===== src/rtl/vec_issue_seq.sv =====
// Vector issue sequencer: splits a 16-lane vector op into 4-element beats across
// four execution pipes, gathers in-order per-pipe results and issues one vreg write.
module vec_issue_seq #(
    parameter int NPIPE = 4,
    parameter int NLANE = 16,
    parameter int EW    = 16
) (
    input  logic                clk,
    input  logic                rst,
    input  logic                start,
    output logic                ready,
    input  logic [1:0]          op,
    input  logic [4:0]          vl,
    input  logic [3:0]          dst,
    input  logic [NLANE*EW-1:0] va,
    input  logic [NLANE*EW-1:0] vb,
    input  logic [NLANE*EW-1:0] vold,
    input  logic                flush,
    output logic [NPIPE-1:0]    pipe_valid,
    output logic [1:0]          pipe_op,
    output logic [NPIPE*EW-1:0] pipe_a,
    output logic [NPIPE*EW-1:0] pipe_b,
    input  logic [NPIPE-1:0]    pipe_ready,
    input  logic [NPIPE-1:0]    res_valid,
    input  logic [NPIPE*EW-1:0] res_data,
    output logic                vwen,
    output logic [3:0]          vwaddr,
    output logic [NLANE*EW-1:0] vwdata,
    output logic                done,
    output logic [2:0]          state_dbg
);

    // Handshakes: an op transfers when start & ready; a beat transfers on every pipe
    // it uses in the one cycle all of those pipes are ready; res_valid is unconditional.
    typedef enum logic [2:0] {
        S_IDLE  = 3'd0,
        S_ISSUE = 3'd1,
        S_DRAIN = 3'd2,
        S_WRITE = 3'd3,
        S_FLUSH = 3'd4
    } state_t;

    state_t state, state_d;

    logic [1:0]          op_q;
    logic [4:0]          vl_q;
    logic [3:0]          dst_q;
    logic [NLANE*EW-1:0] va_q, vb_q, buf_q;
    logic [1:0]          bt;
    logic [2:0]          icnt    [NPIPE];
    logic [2:0]          rcnt    [NPIPE];
    logic [2:0]          rcnt_nx [NPIPE];

    logic [NPIPE-1:0] active, res_ok;
    logic             all_rdy, beat_fire, last_beat, drain_done, flush_done, collecting;
    logic [4:0]       nbeats;

    always_comb begin
        active     = '0;
        res_ok     = '0;
        drain_done = 1'b1;
        flush_done = 1'b1;
        collecting = (state == S_ISSUE) || (state == S_DRAIN) || (state == S_FLUSH);
        for (int p = 0; p < NPIPE; p++) begin
            active[p]  = ({1'b0, bt, 2'(p)} < vl_q);
            // A result with nothing outstanding on that pipe is dropped, not counted.
            res_ok[p]  = collecting && res_valid[p] && (rcnt[p] != icnt[p]);
            rcnt_nx[p] = rcnt[p] + {2'b00, res_ok[p]};
            if (rcnt_nx[p] != 3'((vl_q + 5'd3 - 5'(p)) >> 2)) drain_done = 1'b0;
            if (rcnt_nx[p] != icnt[p]) flush_done = 1'b0;
        end
        all_rdy   = &(pipe_ready | ~active);
        nbeats    = (vl_q + 5'd3) >> 2;
        last_beat = ({3'b000, bt} == nbeats - 5'd1);
        beat_fire = (state == S_ISSUE) && all_rdy && !flush;
    end

    always_comb begin
        state_d = state;
        case (state)
            S_IDLE:  if (start) state_d = (vl == 5'd0) ? S_WRITE : S_ISSUE;
            S_ISSUE: begin
                if (flush)                       state_d = S_FLUSH;
                else if (beat_fire && last_beat) state_d = S_DRAIN;
            end
            S_DRAIN: begin
                if (flush)           state_d = S_FLUSH;
                else if (drain_done) state_d = S_WRITE;
            end
            S_WRITE: state_d = S_IDLE;
            S_FLUSH: if (flush_done) state_d = S_IDLE;
            default: state_d = S_IDLE;
        endcase
    end

    always_comb begin
        ready      = (state == S_IDLE);
        pipe_valid = beat_fire ? active : '0;
        pipe_op    = (state == S_ISSUE) ? op_q : 2'b00;
        pipe_a     = '0;
        pipe_b     = '0;
        if (state == S_ISSUE) begin
            for (int p = 0; p < NPIPE; p++) begin
                pipe_a[p*EW +: EW] = va_q[int'({bt, 2'(p)})*EW +: EW];
                pipe_b[p*EW +: EW] = vb_q[int'({bt, 2'(p)})*EW +: EW];
            end
        end
        vwen      = (state == S_WRITE) && (vl_q != 5'd0);
        vwaddr    = (state == S_WRITE) ? dst_q : 4'd0;
        vwdata    = (state == S_WRITE) ? buf_q : '0;
        done      = (state == S_WRITE);
        state_dbg = state;
    end

    always_ff @(posedge clk) begin
        if (rst) state <= S_IDLE;
        else     state <= state_d;
    end

    always_ff @(posedge clk) begin
        if (rst) begin
            op_q  <= '0;
            vl_q  <= '0;
            dst_q <= '0;
            va_q  <= '0;
            vb_q  <= '0;
            buf_q <= '0;
            bt    <= '0;
            for (int p = 0; p < NPIPE; p++) begin
                icnt[p] <= '0;
                rcnt[p] <= '0;
            end
        end else if (state == S_IDLE) begin
            if (start) begin
                op_q  <= op;
                vl_q  <= (vl > 5'd16) ? 5'd16 : vl;
                dst_q <= dst;
                va_q  <= va;
                vb_q  <= vb;
                buf_q <= vold;
                bt    <= '0;
                for (int p = 0; p < NPIPE; p++) begin
                    icnt[p] <= '0;
                    rcnt[p] <= '0;
                end
            end
        end else begin
            if (beat_fire) begin
                bt <= bt + 2'd1;
                for (int p = 0; p < NPIPE; p++)
                    if (active[p]) icnt[p] <= icnt[p] + 3'd1;
            end
            // Pipe p's n-th result belongs to element 4n+p; flushed results are only counted.
            for (int p = 0; p < NPIPE; p++) begin
                if (res_ok[p]) begin
                    rcnt[p] <= rcnt_nx[p];
                    if (state != S_FLUSH)
                        buf_q[int'({rcnt[p][1:0], 2'(p)})*EW +: EW] <= res_data[p*EW +: EW];
                end
            end
        end
    end

endmodule


===== config.mk =====
export PLATFORM = sky130hd
export DESIGN_NAME = vec_issue_seq
export DESIGN_NICKNAME = d
export VERILOG_FILES = /design/src/rtl/vec_issue_seq.sv
export SDC_FILE = /design/constraint.sdc
export NUM_CORES = 1
export LEC_CHECK = 0
export ABC_AREA = 1
export BUFFER_PORTS_ARGS = -buffer_cell sky130_fd_sc_hd__buf_2
export CORE_AREA = 2 2 493 495
export DETAILED_ROUTE_END_ITERATION = 16
export DIE_AREA = 0 0 495 497
export GPL_TIMING_DRIVEN = 0
export PLACE_DENSITY = 0.36
export SYNTH_ARGS = -nofsm -noshare
export SYNTH_HDL_FRONTEND = slang
export SYNTH_SLANG_ARGS = --single-unit

===== constraint.sdc =====
create_clock -name clk -period 6.58 [get_ports clk]
set_clock_uncertainty 0.2 [all_clocks]
set_input_delay 1.316 -clock clk [delete_from_list [all_inputs] [get_ports clk]]
set_output_delay 1.316 -clock clk [all_outputs]
set_load 0.01 [all_outputs]

==> summary.txt, run 1 <==
Yosys
  – Post-synthesis adder-cell area fraction: 0.989%
  – Synth Area in Compound Gates: 28.4%
  – Synthesized Nets: 5945
  – Sequential area share after synthesis: 44.6%
  – Synth Area in XOR/XNOR: 0.525%
  – Post-Syn Area: 36700 um2
  – FFs w/ async S/R, synth: 0%
  – Ys Warns: 0
  – Syn Inst Count: 5061
  – Share of the synthesized area in the top cell type: 43.1%
  – Synth area leaders: dfxtp_1 (43%), o21ai_0 (10%), a21oi_1 (10%)
  – EDFF count, synth: 18
  – Netlist cell types: 44
  – Top FF cell, synth: dfxtp_1
  – Main combinational cell family by area after synthesis: compound AO/OA/AOI/OAI gates
  – Multiplexer share of the synthesized area: 0%
  – Area leader, netlist: dfxtp_1
  – Synth Area in Simple Gates: 14.8%
  – Syn Area/Cell: 7.25 um2
  – Synth Register Bits: 808

Critical path
  – CP Launch Point: bt[0]
  – Arrival time at the worst endpoint: 4.44 ns
  – Slowest CP cell: clkbuf_1
  – Worst R2R Start: bt[0]
  – WS Path Type: reg -> out
  – CP peak stage delay: 0.79 ns
  – CP Max Fanout: 11
  – CP required: 5.06 ns
  – Cell breakdown of the critical path: clkbuf_2 -> clkbuf_2 -> clkbuf_1 -> clkbuf_1 -> o21ai_0 -> a21oi_1 -> buf_2
  – Crit. End Element: primary output
  – Worst Setup Start Kind: flip-flop

Global route
  – Pin count of the biggest net entering global routing: 17
  – GRT overflow: 0
  – Gr usage total: 19.8%
  – First-pass GRT wire length: 341000 um
  – Initial antenna violation count: 164
  – Vias in the first global route: 41500

STA
  – Final Hold Viols: 0
  – Post-layout min period: 5.96 ns
  – Rel. slew slack: 10.8%
  – Max-slew violations: 0
  – Unrepaired setup endpoints after global routing: no
  – Setup violators final: 0
  – Fin crit share: 90.5%
  – Fmax: 168 MHz
  – Setup ws final: 0.622 ns
  – Slew of the pin with the lowest slew margin: 1.34 ns

Clock network
  – Post-CTS Resized: 2
  – Clk_lat worst skew: 0.76 ns
  – CTS max path bufs: 3
  – CTS sink cnt: 808
  – Setup Buffers After CTS: 0
  – CTS tree: built
  – CTS root buffer: clkbuf_16
  – CTS buffer count: 107
  – CTS Hold Bufs: 0
  – # H-tree levels: 3
  – Worst-path clk slew: 0.05 ns

Layout
  – Share of cells above drive strength 1: 24.8%
  – Filler Cells Inserted: 27600
  – Number of nets in the layout: 7308
  – Area Overhead vs Synth: 38.3%
  – Fin util: 21.1%

Power
  – Static Leak: 21.4 nW
  – Worst VDD drop: 195 uV
  – Pwr Density: 418 nW/um2

Place
  – Detailed-placement wirelength estimate: 213000 um
  – Pre-CTS setup slack: 0.0454 ns
  – PortBufs: 1253
  – RD Place Congestion: 0.938

Worst hold path
  – Min-Delay Path Class: reg -> reg
  – Min-delay src: vb_q[3]

Floorplanning
  – Die Y: 497 um
  – Die width: 495 um
  – Die area: 246000 um2
  – I/O pins: 1255
  – Standard-cell rows: 180
  – CORE AREA: 240000 um2
  – Initial core utilization: 15.3%

Drt
  – Drt total wl: 255000 um
  – Routed length per placed instance: 26.1 um
  – Initial drt markers: 2693
  – Initial DRT Pass Iterations: 6
  – Antenna-violating nets left: 0
  – Remaining DRCs: 0
  – Vias/cell: 4.21
  – Vias: 41000

Flow run
  – Max cap viols: 0

Outcome
  – Status: complete, no violations
==> cell usage after synthesis, types with 32 or more instances <==
cell type / n
a21oi_1: 730
a22o_1: 256
buf_1: 32
buf_2: 120
clkbuf_1: 207
dfxtp_1: 790
inv_1: 602
nand2_1: 767
nand3_1: 115
nor2_1: 447
o21a_1: 64
o21ai_0: 759
==> path summary, 6_finish.rpt <==
check | cells after the start | to | slack [ns]
worst max-delay path | 7 | pipe_a[62] | 0.62
worst min-delay path | 1 | vb_q[3] | 0.27
worst max register to register | 16 | icnt[1][2] | 2.25
worst min register to register | 1 | vb_q[3] | 0.27
==> metal layers <==
metal | vias up | part of all wire (%) | wire length, um | GRT usage (%)
li1 | 19500 | - | - | -
met1 | 19400 | 40 | 102000 | 22.8
met2 | 1598 | 50 | 127000 | 35.8
met3 | 433 | 6.9 | 17600 | 4.96
met4 | 126 | 2.9 | 7370 | 5.70
met5 | - | 0.31 | 793 | 0
==> metrics by stage <==
step | hold WS (ns) | instance area, um2 | instances | setup TNS [ns] | power (W)
CTS | 0.267 | 50600 | 9699 | 0 | 0.0216
detailed placement | 0.249 | 47000 | 9500 | 0 | 0.0152
floorplan | 0.237 | 36700 | 5061 | 0 | 0.0115
finish | 0.267 | 50800 | 9751 | 0 | 0.0212
global route | 0.277 | 50700 | 9719 | 0 | 0.0226
global placement | 0.250 | 47000 | 9499 | -0.0711 | 0.0152
==> flip-flops by register name, summed over array words and instances, names as in the netlist <==
| register | flops |
|---|---|
| buf_q | 256 |
| va_q | 256 |
| vb_q | 256 |
| icnt | 12 |
| rcnt | 12 |
| vl_q | 5 |
| dst_q | 4 |
| state_dbg | 3 |
| bt | 2 |
| op_q | 2 |
==> cell usage in the layout (no fill, tap or decap), types with 115 or more instances in the layout <==
cell,count
nand3_1,115
inv_1,602
nor2_1,447
clkbuf_1,228
buf_2,1373
o21ai_0,759
a21oi_1,730
dfxtp_1,790
nand2_1,767
a22o_1,256
==> cell families (layout without fill, tap and decap cells) <==
logic type                 count (synthesis)  count (layout)
AOI/OAI and AO/OA                       1840            1840
other                                      0              52
adders and majority gates                 29              29
DFF                                      808             808
and+or+nand+nor                         1368            1368
buffers and inverters                    994            2447
xor gates and xnor gates                  22              22
==> layout make-up <==
class                   count  area [um2]  area share [%]
inverters                 625        2350            4.62
diodes                     52         130           0.256
clock buffers             166        3200            6.31
clock inverters            33         449           0.885
flip-flops and latches    808       16400            32.2
multi-input cells        3259       16400            32.3
plain buffers             369        1600            3.14
well taps                3185        3990            7.85
repair buffers           1254        6290            12.4
==> worst max-delay path, delay by kind of cell, from the launching register on <==
family | cells | cell delay, ns
DFF | 1 | 0.33
buffers and inverters | 5 | 2.54
AOI/OAI and AO/OA | 2 | 0.78
==> power breakdown <==
group / internal [W] / switching [W] / total [W]
Clock: 0.00359 / 0.00259 / 0.00618
Sequential: 0.00627 / 0.000605 / 0.00688
Combinational: 0.00231 / 0.00587 / 0.00818
Total: 0.0122 / 0.00907 / 0.0212
No activity file was read; power rests on OpenSTA's default activity.
==> run 2: changes to the inputs <==
--- a/config.mk
+++ b/config.mk
@@ -8,6 +8,7 @@
 export ABC_AREA = 1
 export BUFFER_PORTS_ARGS = -buffer_cell sky130_fd_sc_hd__buf_2
 export CORE_AREA = 2 2 493 495
+export CTS_BUF_LIST = sky130_fd_sc_hd__clkbuf_2 sky130_fd_sc_hd__clkbuf_4 sky130_fd_sc_hd__clkbuf_8
 export DETAILED_ROUTE_END_ITERATION = 16
 export DIE_AREA = 0 0 495 497
 export GPL_TIMING_DRIVEN = 0
==> run 2 against run 1 <==
Total power fell by 0.91%; clock power decreased by 3.4%; critical path depth is the same; largest power group unchanged; first-iteration DRC count grew 5.7%; cell count rose by 1.0%; design area about the same; utilization about the same; combinational power barely moved.
==> summary.txt, run 2 (same netlist as run 1, synthesis figures left out) <==
Power
  – Pwr Density: 415 nW/um2 (-0.92%)
  – Pwr Total: 0.0210 W (-0.91%)
  – Static Leak: 21.6 nW (+0.70%)
  – Worst VDD drop: 157 uV (-19%)

Place
  – Inst Count DP: 9500 (unchanged)
  – Post-DP Area: 47000 um2 (unchanged)
  – RD Place Congestion: 0.938 (unchanged)
  – Detailed-placement wirelength estimate: 213000 um (unchanged)
  – PortBufs: 1253 (unchanged)
  – Pre-CTS setup slack: 0.0454 ns (unchanged)

Drt
  – Initial drt markers: 2847 (+5.7%)
  – Initial DRT Pass Iterations: 5 (-1)
  – Antenna-violating nets left: 0 (unchanged)
  – Remaining DRCs: 0 (unchanged)
  – Vias: 41500 (+1.1%)
  – Vias/cell: 4.21 (about the same)
  – Drt total wl: 256000 um (+0.43%)
  – Routed length per placed instance: 26.0 um (-0.58%)

Critical path
  – Arrival time at the worst endpoint: 4.48 ns (+0.04 ns)
  – Top delay family on crit path: buffers and inverters
  – Cell breakdown of the critical path: inv_2 -> nor3_1 -> inv_2 -> clkbuf_2 -> clkbuf_1 -> nor2_1 -> buf_2
  – Worst Setup Start Kind: flip-flop
  – CP required: 5.06 ns (about the same)
  – Most used cell along the critical path: inv_2
  – WS Path Type: reg -> out
  – Worst path bufs/invs: 5 (unchanged)
  – Slowest CP cell: nor3_1
  – CP Max Fanout: 10 (-1)
  – CP peak stage delay: 0.85 ns (+0.06 ns)
  – Crit. End Element: primary output

Clock network
  – CTS sink cnt: 808 (unchanged)
  – CTS Hold Bufs: 0 (unchanged)
  – Clk_lat worst skew: 0.93 ns (+0.17 ns)
  – CTS tree: built
  – CTS max path bufs: 3 (unchanged)
  – CTS root buffer: clkbuf_8
  – Worst-path clk slew: 0.06 ns (about the same)
  – # H-tree levels: 4 (+1)
  – CTS buffer count: 168 (+57%)

STA
  – Final Hold Viols: 0 (unchanged)
  – Setup ws final: 0.581 ns (-0.0418 ns)
  – Unrepaired setup endpoints after global routing: no
  – Post-layout min period: 6.00 ns (+0.0418 ns)
  – Setup violators final: 0 (unchanged)
  – Fin crit share: 91.2% (+0.63 points)
  – Slew of the pin with the lowest slew margin: 1.31 ns (-0.0299 ns)
  – Rel. slew slack: 12.8% (+2.0 points)
  – Fmax: 167 MHz (-0.70%)
  – Max-slew violations: 0 (unchanged)

Global route
  – First-pass GRT wire length: 342000 um (+0.43%)
  – GRT overflow: 0 (unchanged)
  – Gr usage total: 19.9% (+0.11 points)
  – Vias in the first global route: 41900 (+1.0%)
  – Pin count of the biggest net entering global routing: 17 (unchanged)
  – Initial antenna violation count: 165 (+0.61%)

Floorplanning
  – Standard-cell rows: 180 (unchanged)
  – Initial core utilization: 15.3% (unchanged)
  – Die width: 495 um (unchanged)
  – Die Y: 497 um (unchanged)
  – CORE AREA: 240000 um2 (unchanged)
  – I/O pins: 1255 (unchanged)
  – Die area: 246000 um2 (unchanged)

Layout
  – Fin cells: 9851 (+1.0%)
  – Area Overhead vs Synth: 38.4% (about the same)
  – Most common cell after layout, fill and taps aside: buf_2
  – Top flop regs: buf_q: 256 flops, va_q: 256 flops, vb_q: 256 flops
  – Number of nets in the layout: 7368 (+0.82%)
  – Finished layout cell area: 50800 um2 (about the same)
  – Most frequent cells in the layout: buf_2 (1373), dfxtp_1 (790), nand2_1 (767)
  – Share of cells above drive strength 1: 26.4% (+1.6 points)

Flow run
  – Max cap viols: 0 (unchanged)

Worst hold path
  – Min-Delay Path Class: reg -> reg

Outcome
  – Status: complete, no violations
-- run 2: cell types whose count changed in the layout (fill, tap and decap cells not counted), sizes merged --
cell,previous run,this run
inv,629,633
bufinv,6,3
clkbuf,373,476
clkinv,22,14
clkinvlp,1,2
diode,52,55
-- run 2: path summary, 6_finish.rpt --
path	start	end	slack [ns]	cells past startpoint
max	state_dbg[0]	vwdata[244]	0.58	7
min	va_q[50]	va_q[50]	0.26	1
min reg2reg	va_q[50]	va_q[50]	0.26	1
max reg2reg	state_dbg[1]	state_dbg[1]	2.52	22
-- run 2: power breakdown --
| group | switching, W | total, W | internal (W) |
|---|---|---|---|
| Combinational | 0.00589 | 0.00819 | 0.00231 |
| Sequential | 0.000608 | 0.00688 | 0.00628 |
| Clock | 0.00265 | 0.00597 | 0.00332 |
| Total | 0.00914 | 0.0210 | 0.0119 |
-- run 2: layout make-up --
type | instances | area [um2]
antenna | 55 | 138
sequential | 808 | 16400
timing repair buffer | 1254 | 6290
inverter | 625 | 2350
buffer | 368 | 1590
fill | 27600 | 189000
clock inverter | 27 | 340
tap | 3185 | 3990
clock buffer | 270 | 3310
multi-input combinational | 3259 | 16400
-- run 2: routing by layer --
layer | GRT usage (%) | up-vias | part of all wire (%)
met5 | 0 | - | 0.28
met4 | 5.60 | 120 | 2.8
met3 | 5.51 | 459 | 7.3
met2 | 35.8 | 1601 | 50
met1 | 22.8 | 19700 | 40
li1 | - | 19700 | -
-- run 2: through the flow --
step                      utilization [%]  TNS [ns]  hold slack [ns]
final                                21.1         0            0.264
after floorplan                         -         0            0.237
after global placement               19.6   -0.0711            0.250
after CTS                            21.1         0            0.218
after detailed placement             19.6         0            0.249
after global routing                 21.1         0            0.259
-- run 2: what timing repair did --
item                                    in CTS  in global routing
resized for setup                            4                  0
buffers inserted                             0                  0
endpoints found under the setup margin      78                  3
endpoints found under the hold margin        0                  0
